File: config.mk
export PLATFORM = sky130hd
export DESIGN_NAME = reg_bank_mp
export DESIGN_NICKNAME = d
export VERILOG_FILES = /design/src/rtl/regfile_pkg.sv /design/src/rtl/regfile_scoreboard.sv /design/src/rtl/reg_bank_mp.sv
export SDC_FILE = /design/constraint.sdc
export NUM_CORES = 2
export LEC_CHECK = 0
export BUFFER_PORTS_ARGS = -buffer_cell sky130_fd_sc_hd__buf_2
export CAP_MARGIN = 0
export CORE_MARGIN = 4
export CORE_UTILIZATION = 49
export CTS_CLUSTER_DIAMETER = 150
export DETAILED_ROUTE_END_ITERATION = 8
export GPL_TIMING_DRIVEN = 0
export HOLD_SLACK_MARGIN = 0.1
export PLACE_DENSITY = 0.67
export SLEW_MARGIN = 20
export SYNTH_ARGS = -nofsm -noshare
export SYNTH_HDL_FRONTEND = slang
export SYNTH_HIERARCHICAL = 1
export SYNTH_SLANG_ARGS = --single-unit
File: constraint.sdc
create_clock -name CLK -period 2.1 [get_ports CLK]
set_input_delay 0.105 -clock CLK [delete_from_list [all_inputs] [get_ports CLK]]
set_output_delay 0.105 -clock CLK [all_outputs]
set_load 0.02 [all_outputs]
File: src/rtl/regfile_pkg.sv
// Shared types and helpers for the multi-port register bank.
package regfile_pkg;

  localparam int unsigned DEF_DATA_W = 32;
  localparam int unsigned DEF_ADDR_W = 5;

  typedef logic [DEF_ADDR_W-1:0] reg_addr_t;
  typedef logic [DEF_DATA_W-1:0] reg_data_t;

  // True when addr names a real, writable register (in range and not a hardwired zero).
  function automatic logic legal_waddr(input int unsigned addr,
                                       input int unsigned num_regs,
                                       input logic        zero_reg);
    return (addr < num_regs) && !(zero_reg && (addr == 0));
  endfunction

endpackage

File: src/rtl/regfile_scoreboard.sv
// Pending-write scoreboard: one busy bit per register, set at issue, cleared at writeback.
module regfile_scoreboard
  import regfile_pkg::*;
#(
  parameter int unsigned ADDR_W   = DEF_ADDR_W,
  parameter int unsigned NUM_REGS = 32,
  parameter bit          ZERO_REG = 1'b1
) (
  input  logic                clk,
  input  logic                rst_n,
  input  logic                issue_valid,
  input  logic [ADDR_W-1:0]   issue_addr,
  input  logic                clr_valid,
  input  logic [ADDR_W-1:0]   clr_addr,
  output logic [NUM_REGS-1:0] busy
);

  localparam int unsigned IDX_W = (NUM_REGS > 1) ? $clog2(NUM_REGS) : 1;

  logic                set_en;
  logic [NUM_REGS-1:0] busy_nxt;

  assign set_en = issue_valid && legal_waddr(32'(issue_addr), NUM_REGS, ZERO_REG);

  // Clear is applied before set so a same-cycle issue to the written register keeps it busy.
  always_comb begin
    busy_nxt = busy;
    if (clr_valid) busy_nxt[clr_addr[IDX_W-1:0]] = 1'b0;
    if (set_en)    busy_nxt[issue_addr[IDX_W-1:0]] = 1'b1;
  end

  always_ff @(posedge clk or negedge rst_n) begin
    if (!rst_n) busy <= '0;
    else        busy <= busy_nxt;
  end

endmodule

File: src/rtl/reg_bank_mp.sv
// Multi-port register bank with pending-write scoreboard.
// Define REGFILE_BYPASS_EN for write-first reads; undefined gives read-before-write.
module reg_bank_mp
  import regfile_pkg::*;
#(
  parameter int unsigned DATA_W   = DEF_DATA_W,
  parameter int unsigned ADDR_W   = DEF_ADDR_W,
  parameter int unsigned NUM_REGS = 32,
  parameter int unsigned NUM_RD   = 2,
  parameter int unsigned ZERO_REG = 1
) (
  input  logic                     CLK,
  input  logic                     RST_N,
  input  logic [NUM_RD*ADDR_W-1:0] RADDR,
  output logic [NUM_RD*DATA_W-1:0] RDATA,
  output logic [NUM_RD-1:0]        RBUSY,
  input  logic                     WE,
  input  logic [ADDR_W-1:0]        WADDR,
  input  logic [DATA_W-1:0]        WDATA,
  input  logic                     ISSUE_VALID,
  input  logic [ADDR_W-1:0]        ISSUE_ADDR
);

  localparam int unsigned IDX_W    = (NUM_REGS > 1) ? $clog2(NUM_REGS) : 1;
  localparam bit          ZERO_BIT = (ZERO_REG != 0);

  logic [DATA_W-1:0]   mem [NUM_REGS];
  logic [NUM_REGS-1:0] busy;
  logic                wr_en;

  assign wr_en = WE && legal_waddr(32'(WADDR), NUM_REGS, ZERO_BIT);

  always_ff @(posedge CLK or negedge RST_N) begin
    if (!RST_N)     mem <= '{default: '0};
    else if (wr_en) mem[WADDR[IDX_W-1:0]] <= WDATA;
  end

  regfile_scoreboard #(
    .ADDR_W   (ADDR_W),
    .NUM_REGS (NUM_REGS),
    .ZERO_REG (ZERO_BIT)
  ) u_scoreboard (
    .clk         (CLK),
    .rst_n       (RST_N),
    .issue_valid (ISSUE_VALID),
    .issue_addr  (ISSUE_ADDR),
    .clr_valid   (wr_en),
    .clr_addr    (WADDR),
    .busy        (busy)
  );

`ifdef REGFILE_BYPASS_EN
  // Bypass is held off during reset so outputs stay zero while RST_N is low.
  logic byp_en;
  assign byp_en = wr_en && RST_N;
`endif

  for (genvar p = 0; p < NUM_RD; p++) begin : g_rd
    logic [ADDR_W-1:0] ra;
    logic              ra_ok;
    logic [DATA_W-1:0] rd;
    logic              rb;

    assign ra    = RADDR[p*ADDR_W +: ADDR_W];
    assign ra_ok = legal_waddr(32'(ra), NUM_REGS, ZERO_BIT);

    always_comb begin
      rd = '0;
      rb = 1'b0;
      if (ra_ok) begin
        rd = mem[ra[IDX_W-1:0]];
        rb = busy[ra[IDX_W-1:0]];
      end
`ifdef REGFILE_BYPASS_EN
      if (byp_en && (ra == WADDR)) begin
        rd = WDATA;
        rb = 1'b0;
      end
`endif
    end

    assign RDATA[p*DATA_W +: DATA_W] = rd;
    assign RBUSY[p]                  = rb;
  end

endmodule

==> results_dict.tcl <==
set metrics [dict create \
    status "finished, violations left" \
    violations "hold timing, capacitance limit, slew limit, setup timing" \
    drtIter0Drc 4647 \
    syn_area_mm2 0.0558 \
    tns_ps -38410 \
    finClkSkew_ps 0 \
    dr.pass1.iters 5 \
    tightest_slew_ps 1510 \
    power_leakage_nw 28.5 \
    crit_required_ps 2000 \
    fmax_mhz 350 \
    synthTopCellsByCount "1,056 x dfrtp_1, 1,028 x mux2_2, 463 x mux4_2" \
    ys_seq_area_share_pct 47.3 \
    end_kind "output pin" \
    ys.flop_type "dfrtp_1" \
    grt_start_max_net_pins 121 \
    cp-start-kind "input port" \
    synth.avg_cell_area_um2 15.2 \
    async_reset_ff_share_pct 100 \
    clkLatencyLatePin_ps 710 \
    fin_crit_sh_pct 136 \
    initial_core_util_pct 49.5 \
    synthesis.instances 3668 \
    synth.top_cells.by_area "dfrtp_1 47%, mux2_2 21%, mux4_2 19%, mux2i_1 2.8%, clkbuf_1 1.6%" \
    wl_mm 203 \
    startpoint "RADDR[8]" \
    clk_path_buf_depth 3 \
    synth_edf_count 0 \
    drv_cap 1 \
    irDropWorstVdd_mv 0.745 \
    dieArea_mm2 0.119 \
    gr-usage-all-layers_pct 33.4 \
    core_mm2 0.113 \
    yosysWarnings 6 \
    drive_above_1_share_pct 55.6 \
    hold_path_class "input port to async pin" \
    cts_root_buffer "clkbuf_16" \
    layout_setup_ws_ps -760 \
    clock-sinks 1056 \
    vias 38978 \
    r2r_start "u_scoreboard/busy[7]" \
    port_buffers 115 \
    cp_max_fo 10 \
    grt-ovfl-total 0 \
    maxSlewHeadroom_pct -0.406 \
    yosys.area.top_type "dfrtp_1" \
    grt_pass1_vias 39199 \
    synthToLayoutAreaGrowth_pct 19.1 \
    ys_seq_elements 1056 \
    setup_viol 66 \
    rsz0062_at_grt "yes" \
    grt_pass1_wl_mm 288 \
    crit_arrival_ps 2750 \
    row_count 123 \
    ys_types 48 \
    dieWidth_um 346 \
    nets 4132 \
    power.density_mw_per_mm2 965 \
    gp_congestion 0.978 \
    min_period_ps 2860 \
    io_pins 122 \
    via_per_inst 6.86 \
    htree_num_levels 3 \
    crit_type "input port to output pin" \
    clkTransAtPathRegs_ps 60 \
    antenna_found_initial 6 \
    cts_buffers 114 \
    hold_violations 412 \
    wl_per_cell_um 35.7 \
    hold_slack_ps -697 \
    synth_fp_nets 3724 \
    yosysMostFrequentCell "dfrtp_1" \
    slew_violations 10 \
    synthDominantCellAreaShare_pct 47.3 \
    hpwl_mm 140 \
    die_h_um 346 \
    drtAntennaViolNets 0 \
    cts_tree "done" \
    drc 0 \
]
-- final timing paths --
kind / end / slack [ps] / depth (start not counted)
max in group asynchronous: mem[637] / 600 / 6
worst min-delay path: mem[98] / -700 / 1
min in group CLK: u_scoreboard/busy[13] / 160 / 4
worst max-delay path: RDATA[56] / -760 / 8
worst max register to register: u_scoreboard/busy[7] / 800 / 3
worst min register to register: mem[1000] / 480 / 1
-- state kept, by name, summed over array words and instances, names as in the netlist --
| signal | count |
|---|---|
| mem | 1024 |
| u_scoreboard/busy | 32 |
-- logic make-up after synthesis --
family                 synth area share (%)
muxes                                  43.1
DFF                                    47.3
buffers and inverters                  3.43
AOI/OAI and AO/OA                      4.32
and+or+nand+nor                        1.84
-- critical path: stages --
cell and delay [ps]:
buf_2 110, clkbuf_2 250, nor2_1 220, clkbuf_2 550, buf_2 600, a211oi_2 250
nor3_2 380, buf_2 240
-- report_power, final --
| group | internal [W] | switching (W) |
|---|---|---|
| combinational | 0.00844 | 0.00680 |
| sequential | 0.0242 | 0.00301 |
| clock | 0.0129 | 0.00878 |
| total | 0.0456 | 0.0186 |
-- cell type report --
cell class | instances | area (µm²)
Inverter | 1 | 3.75
Clock inverter | 47 | 696
Multi-Input combinational cell | 2190 | 29200
Clock buffer | 167 | 3320
Tap cell | 1500 | 1880
Buffer | 415 | 2220
Antenna cell | 4 | 10.0
Sequential cell | 1056 | 26400
Fill cell | 8647 | 46300
Timing Repair Buffer | 298 | 2720
-- layout by cell type (no fill, tap or decap), types with 27 or more instances in the layout --
cell | netlist | routed
dfrtp_1 | 1056 | 1056
mux2_2 | 1028 | 1025
mux4_2 | 463 | 474
clkbuf_1 | 241 | 190
buf_4 | 29 | 176
mux2i_1 | 156 | 152
clkbuf_16 | 0 | 117
buf_2 | 77 | 108
dlygate4sd3_1 | 0 | 65
o21ai_1 | 59 | 59
clkbuf_2 | 1 | 56
o22ai_1 | 85 | 55
buf_6 | 13 | 52
buf_1 | 57 | 48
a22o_1 | 56 | 46
nor3_2 | 0 | 35
o221ai_1 | 30 | 28
nand2_1 | 27 | 27
-- layer usage --
metal / vias up / part of all wire (%) / GRT usage (%)
met4: 8 / 5.6 / 16.5
met1: 20831 / 39 / 45.1
li1: 15160 / - / -
met3: 570 / 12 / 11.9
met5: - / 0.056 / 0.200
met2: 2409 / 44 / 48.1
-- timing repair --
action / in CTS / in global routing
pin swaps: 109 / 27
gates cloned: 2 / 2
setup buffers: 78 / 18
hold buffers: 59 / 10
endpoints found under the hold margin: 269 / 169
setup endpoints to repair: 188 / 189
resized for setup: 444 / 96
-- metrics by stage --
stage	power, W	setup slack, ps	std cells	cell area, µm²	util [%]
finish	0.0642	-760	5678	66500	59.0
global route	0.0663	-736	5674	66500	58.9
CTS	0.0634	-651	5644	65700	58.2
floorplan	0.0357	-1.48	3668	55800	-
global placement	0.0399	-22650	5283	58300	51.7
detailed placement	0.0404	-2030	5297	58600	52.0
(Power assumes the default switching activity.)
